[src/rtl/broomstick_rom.sv]
// -----------------------------------------------------------------------------
// broomstick_rom
//
// Read-only 1-bit sprite memory for a 100x100 broom bitmap stored row-major.
// The sprite renderer inverts q, so a stored 0 is a drawn broom pixel and a
// stored 1 is background. The bitmap is not held in an array. It is generated
// from three geometric regions along the main diagonal:
//   handle   : rows/cols 4..61,  |c - r| <= 1
//   binding  : rows/cols 62..67, |c - r| <= 3
//   bristles : rows/cols 68..97, |c - r| <= floor((r + c - 136) / 4)
// Addresses at or above 10000 read as background.
//
// Ports
//   clock    in   1   sole clock (the renderer's inverted pixel clock)
//   reset    in   1   synchronous, active-high; forces q to background
//   address  in  14   pixel index, row*100 + col
//   q        out  1   registered pixel value, one-cycle latency
//                     (0 = broom, 1 = background)
// -----------------------------------------------------------------------------
module broomstick_rom (
  input  logic        clock,
  input  logic        reset,
  input  logic [13:0] address,
  output logic        q
);

  localparam logic [13:0] NUM_PIXELS = 14'd10000;
  localparam logic [13:0] NUM_COLS   = 14'd100;

  // Address decode. All arithmetic stays at 14 bits: an out-of-range address
  // yields a row of 100..163, which no region box contains, so the decode
  // needs no special narrowing.
  logic [13:0] row_w;
  logic [13:0] col_w;
  logic [13:0] diff_w;
  logic [13:0] fan_w;

  assign row_w  = address / NUM_COLS;
  assign col_w  = address - (row_w * NUM_COLS);
  assign diff_w = (col_w >= row_w) ? (col_w - row_w) : (row_w - col_w);
  // Only consulted inside the bristle box, where r + c >= 136, so the
  // subtraction never wraps there and the shift is an exact floor.
  assign fan_w  = (row_w + col_w - 14'd136) >> 2;

  logic in_range_w;
  logic hit_handle_w;
  logic hit_binding_w;
  logic hit_bristle_w;
  logic q_d;

  assign in_range_w = (address < NUM_PIXELS);

  assign hit_handle_w  = (row_w >= 14'd4)  && (row_w <= 14'd61) &&
                         (col_w >= 14'd4)  && (col_w <= 14'd61) &&
                         (diff_w <= 14'd1);

  assign hit_binding_w = (row_w >= 14'd62) && (row_w <= 14'd67) &&
                         (col_w >= 14'd62) && (col_w <= 14'd67) &&
                         (diff_w <= 14'd3);

  assign hit_bristle_w = (row_w >= 14'd68) && (row_w <= 14'd97) &&
                         (col_w >= 14'd68) && (col_w <= 14'd97) &&
                         (diff_w <= fan_w);

  // Stored value is inverted: a broom pixel reads as 0.
  assign q_d = ~(in_range_w && (hit_handle_w || hit_binding_w || hit_bristle_w));

  // Power-up value is background, before any clock edge.
  logic q_q = 1'b1;

  // NOTE: sequential state uses non-blocking assignments so every register
  // samples its inputs from before the edge; only the output register is
  // reset, since the bitmap itself is constant logic with nothing to clear.
  always_ff @(posedge clock) begin
    if (reset) begin
      q_q <= 1'b1;
    end else begin
      q_q <= q_d;
    end
  end

  assign q = q_q;

endmodule

[config.mk]
export PLATFORM = sky130hd
export DESIGN_NAME = broomstick_rom
export DESIGN_NICKNAME = d
export VERILOG_FILES = /design/src/rtl/broomstick_rom.sv
export SDC_FILE = /design/constraint.sdc
export NUM_CORES = 1
export LEC_CHECK = 0
export ABC_AREA = 1
export BUFFER_PORTS_ARGS = -buffer_cell sky130_fd_sc_hd__buf_2
export CAP_MARGIN = 40
export CORE_MARGIN = 5
export CORE_UTILIZATION = 40
export CTS_BUF_LIST = sky130_fd_sc_hd__clkbuf_4 sky130_fd_sc_hd__clkbuf_8 sky130_fd_sc_hd__clkbuf_16
export DETAILED_ROUTE_END_ITERATION = 7
export PLACE_DENSITY = 0.7
export RECOVER_POWER = 100
export SKIP_CTS_REPAIR_TIMING = 1
export SYNTH_ARGS = -nofsm -noshare
export SYNTH_HDL_FRONTEND = slang
export SYNTH_SLANG_ARGS = --single-unit
[constraint.sdc]
create_clock -name clock -period 11.9 [get_ports clock]
set_input_delay 2.975 -clock clock [delete_from_list [all_inputs] [get_ports clock]]
set_output_delay 2.975 -clock clock [all_outputs]
set_load 0.05 [all_outputs]
==> impl_metrics.json, run 1 <==
{
  "relSlewSlack": 0.6074,
  "critPathKind": "in2reg",
  "drtIter0Drc": 209,
  "yosysSeqAreaShare": 0.004405,
  "largest_reg_flops": 1,
  "start_kind": "input port",
  "outcome": "completed",
  "grt_pass1_wl_um": 19130,
  "grt_max_degree": 13,
  "setup_tns_ps": 0,
  "vias": 4706,
  "slew_violations": 0,
  "worstMarginPinSlew_ps": 591.4,
  "area_growth_pct": 24.72,
  "fin_cells": 915,
  "rsz0062_at_grt": "yes",
  "core_region_area_sq_um": 11270,
  "hpwl_um": 9809,
  "async_flop_share": 0,
  "yosysTopAreaCell": "ha_1",
  "antenna_found_initial": 0,
  "cpPeakStageDelay_ps": 360,
  "cp_max_fo": 8,
  "cp_data_required_time_ps": 11770,
  "yosysWarnings": 0,
  "timing.fmax_ghz": 0.08480,
  "grt_pass1_vias": 4267,
  "crit_top_cell": "nand2_4",
  "fin_nets": 899,
  "synth.distinct_cells": 47,
  "ys_ff_latch": 1,
  "synth_edf_count": 0,
  "hold_path_depth": 3,
  "yosysMostFrequentCell": "nand2_1",
  "period_needed_ps": 11790,
  "die_area_sq_um": 13590,
  "setup_violations": 0,
  "min_from": "reset",
  "vias_per_cell": 5.143,
  "wl_per_cell_um": 13.16,
  "syn_area_per_cell_sq_um": 6.419,
  "drc_errors": 0,
  "cp.arrival_ps": 11660,
  "drive_gt1_frac": 0.2526,
  "drtPass1Iterations": 4,
  "synth_top_area_share": 0.2808,
  "postRouteAntennaNets": 0,
  "holdPathEnd": "q",
  "clk_pin_slew_ps": 0,
  "num_rows": 39,
  "dp.cells": 894,
  "timing.final.crit_share": 0.9910,
  "routed_wl_um": 12040,
  "worstSetupEndpointType": "flip-flop",
  "critPathSlowestCell": "fa_2",
  "grt_use_total": 0.1657,
  "globalplace.congestion": 0.8481,
  "n_antenna_cell": 0,
  "hold_path_class": "in2reg",
  "hold_viol": 0,
  "synthFlopType": "dfxtp_1",
  "syn_inst": 708,
  "synth_area_sq_um": 4544,
  "io_buffer_count": 16,
  "die_x_um": 116.6,
  "grt_overflow": 0,
  "syn_nets": 833,
  "ios": 17,
  "initial_core_util": 0.4032,
  "maxCapViolations": 0,
  "dieHeight_um": 116.6,
  "synthTopCellsByArea": "ha_1 28%, nand2_1 11%, inv_1 10%, xor2_1 6.0%, a21oi_1 5.3%",
  "synth_common_cells": "138 x nand2_1, 122 x inv_1, 102 x ha_1, 48 x a21oi_1, 48 x nor2_1"
}
-- per-layer routing --
layer	GRT usage	wire length [um]	up-vias
li1	-	-	2466
met1	0.2260	5546	2166
met2	0.3043	6108	64
met3	0.003109	281	10
met4	0.01300	105	0
met5	0	0	-
-- worst max-delay path, delay by kind of cell --
family	cells	cell delay, ps
buffers and inverters	6	570
adder cells (fa/ha/maj)	7	1880
AO/OA/AOI/OAI	13	1740
AND/OR/NAND/NOR	41	3680
XOR/XNOR	4	790
-- cell families after synthesis --
family	Yosys count	share of synthesized area
flip-flops	1	0.004405
adder cells (fa/ha/maj)	109	0.3117
multiplexers	1	0.002203
XOR/XNOR	40	0.07709
buffers and inverters	130	0.1085
AND/OR/NAND/NOR	296	0.3235
AO/OA/AOI/OAI	131	0.1726
-- layout make-up --
cell class,count,area (sq um)
multi-input combinational,577,4477
tap,143,178.9
timing repair buffer,66,493.0
fill,1124,5604
inverter,128,499.2
sequential,1,20.02
-- worst max-delay path by stage --
stage                     slack, ps        start  to  cells past startpoint
after floorplan                 330  address[10]   q                     73
after global placement         -180  address[10]   q                     64
after detailed placement       -270  address[13]   q                     65
after CTS                      -300  address[13]   q                     65
after global routing           -610  address[10]   q                     69
final                           110  address[10]   q                     71
-- per-stage QoR --
stage               instance area [sq um]    util  hold slack [ps]  setup slack (ps)
floorplan                            4544       -             3070             334.3
global placement                     5009  0.4443             3243            -177.2
detailed placement                   5009  0.4443             3246            -271.9
CTS                                  5009  0.4443             3246            -298.4
global route                         5668  0.5028             3269            -609.6
finish                               5668  0.5028             3241             107.0
-- cells in the final DEF, fill, tap and decap left out, drive strengths merged, types with 4 or more instances in the layout --
| master | count |
|---|---|
| xor2 | 31 |
| inv | 127 |
| nor3 | 5 |
| buf | 65 |
| fa | 7 |
| o21bai | 6 |
| a31oi | 4 |
| nand3b | 4 |
| ha | 102 |
| a21o | 5 |
| nand3 | 43 |
| o21ai | 44 |
| a21boi | 4 |
| nand4 | 19 |
| o211ai | 6 |
| or2 | 4 |
| nand2 | 163 |
| a21oi | 50 |
| nor2 | 54 |
| xnor2 | 9 |
Power of run 1 is left out: the tool's default activity adds up to more than one toggle a clock period on the data nets, which glitch-free logic cannot reach.
==> inputs of run 2 (changes only) <==
--- a/config.mk
+++ b/config.mk
@@ -6,13 +6,13 @@
 export NUM_CORES = 1
 export LEC_CHECK = 0
 export ABC_AREA = 1
-export BUFFER_PORTS_ARGS = -buffer_cell sky130_fd_sc_hd__buf_2
 export CAP_MARGIN = 40
 export CORE_MARGIN = 5
 export CORE_UTILIZATION = 40
 export CTS_BUF_LIST = sky130_fd_sc_hd__clkbuf_4 sky130_fd_sc_hd__clkbuf_8 sky130_fd_sc_hd__clkbuf_16
 export DETAILED_ROUTE_END_ITERATION = 7
-export PLACE_DENSITY = 0.7
+export DONT_BUFFER_PORTS = 1
+export PLACE_DENSITY = 0.68
 export RECOVER_POWER = 100
 export SKIP_CTS_REPAIR_TIMING = 1
 export SYNTH_ARGS = -nofsm -noshare
==> impl_metrics.json, run 2 (synthesis results as in run 1) <==
{
  "critPathKind": "in2reg",
  "setup_violations": 0,
  "area_growth_pct": 18.36,
  "outcome": "completed",
  "final_cell_mix": "124 x nand2_1, 113 x inv_1, 95 x ha_1",
  "fin_ws_ps": 330.4,
  "fin_nets": 871,
  "drtPass1Iterations": 4,
  "crit_top_cell": "nand2_4",
  "clk_pin_slew_ps": 0,
  "antenna_found_initial": 0,
  "maxCapViolations": 0,
  "io_buffer_count": 0,
  "hold_viol": 0,
  "dp.cells": 870,
  "die_x_um": 116.6,
  "drive_gt1_frac": 0.2003,
  "timing.final.crit_share": 0.9722,
  "cp_max_fo": 8,
  "globalplace.congestion": 0.8946,
  "cpPeakStageDelay_ps": 510,
  "wl_per_cell_um": 13.52,
  "slew_violations": 0,
  "num_rows": 39,
  "n_antenna_cell": 0,
  "timing.fmax_ghz": 0.08643,
  "vias_per_cell": 5.142,
  "dieHeight_um": 116.6,
  "largest_reg_flops": 1,
  "rsz0062_at_grt": "yes",
  "ios": 17,
  "grt_pass1_wl_um": 19040,
  "grt_use_total": 0.1670,
  "vias": 4561,
  "drc_errors": 0,
  "worstMarginPinSlew_ps": 530.8,
  "worstSetupEndpointType": "flip-flop",
  "grt_pass1_vias": 4126,
  "cp.arrival_ps": 11440,
  "drtIter0Drc": 187,
  "critPathSlowestCell": "fa_1",
  "cp_data_required_time_ps": 11770,
  "fin_hold_ws_ps": 3124,
  "relSlewSlack": 0.6457,
  "initial_core_util": 0.4032,
  "hpwl_um": 10070,
  "postRouteAntennaNets": 0,
  "place_ws_ps": -45.04,
  "final_core_util": 0.4772,
  "final_common_cell": "nand2_1",
  "period_needed_ps": 11570,
  "die_area_sq_um": 13590,
  "fin_cells": 887,
  "hold_path_class": "in2reg",
  "routed_wl_um": 12000,
  "grt_max_degree": 13,
  "grt_overflow": 0,
  "core_region_area_sq_um": 11270,
  "start_kind": "input port"
}
run 2: cell types whose count changed in the layout (fill, tap and decap cells not counted), sizes merged:
cell	delta
clkbuf	-1
buf	-27
run 2: worst max-delay path: cells and delay by family:
| kind | cells | cell delay (ps) |
|---|---|---|
| AO/OA/AOI/OAI | 16 | 1890 |
| XOR/XNOR | 3 | 560 |
| adder cells (fa/ha/maj) | 7 | 2030 |
| buffers and inverters | 9 | 1060 |
| AND/OR/NAND/NOR | 30 | 2960 |
run 2: through the flow:
stage / cell area [sq um] / setup TNS (ps)
after detailed placement: 4868 / -45.04
after global placement: 4868 / 0
after floorplan: 4544 / 0
after CTS: 4868 / -73.36
final: 5379 / 0
after global routing: 5379 / -348.1
run 2: metal layers:
metal	GRT usage	vias to the layer above	wire length (um)	part of all wire
met1	0.2266	2084	5483	0.46
met2	0.3063	59	6164	0.51
met5	0	-	0	0
li1	-	2407	-	-
met4	0.01223	0	87	0.0073
met3	0.006218	11	261	0.022
run 2: area by class of cell:
class / instances / area (sq um)
tap: 143 / 178.9
inverter: 128 / 489.2
sequential: 1 / 20.02
fill: 1177 / 5893
timing repair buffer: 38 / 292.8
multi-input combinational: 577 / 4398
run 2: worst paths after layout:
| check | from | end | slack [ps] | cells after the start |
|---|---|---|---|---|
| setup / recovery | address[13] | q | 330 | 65 |
| hold / removal | reset | q | 3120 | 2 |
Power of run 2 is left out for the same reason.
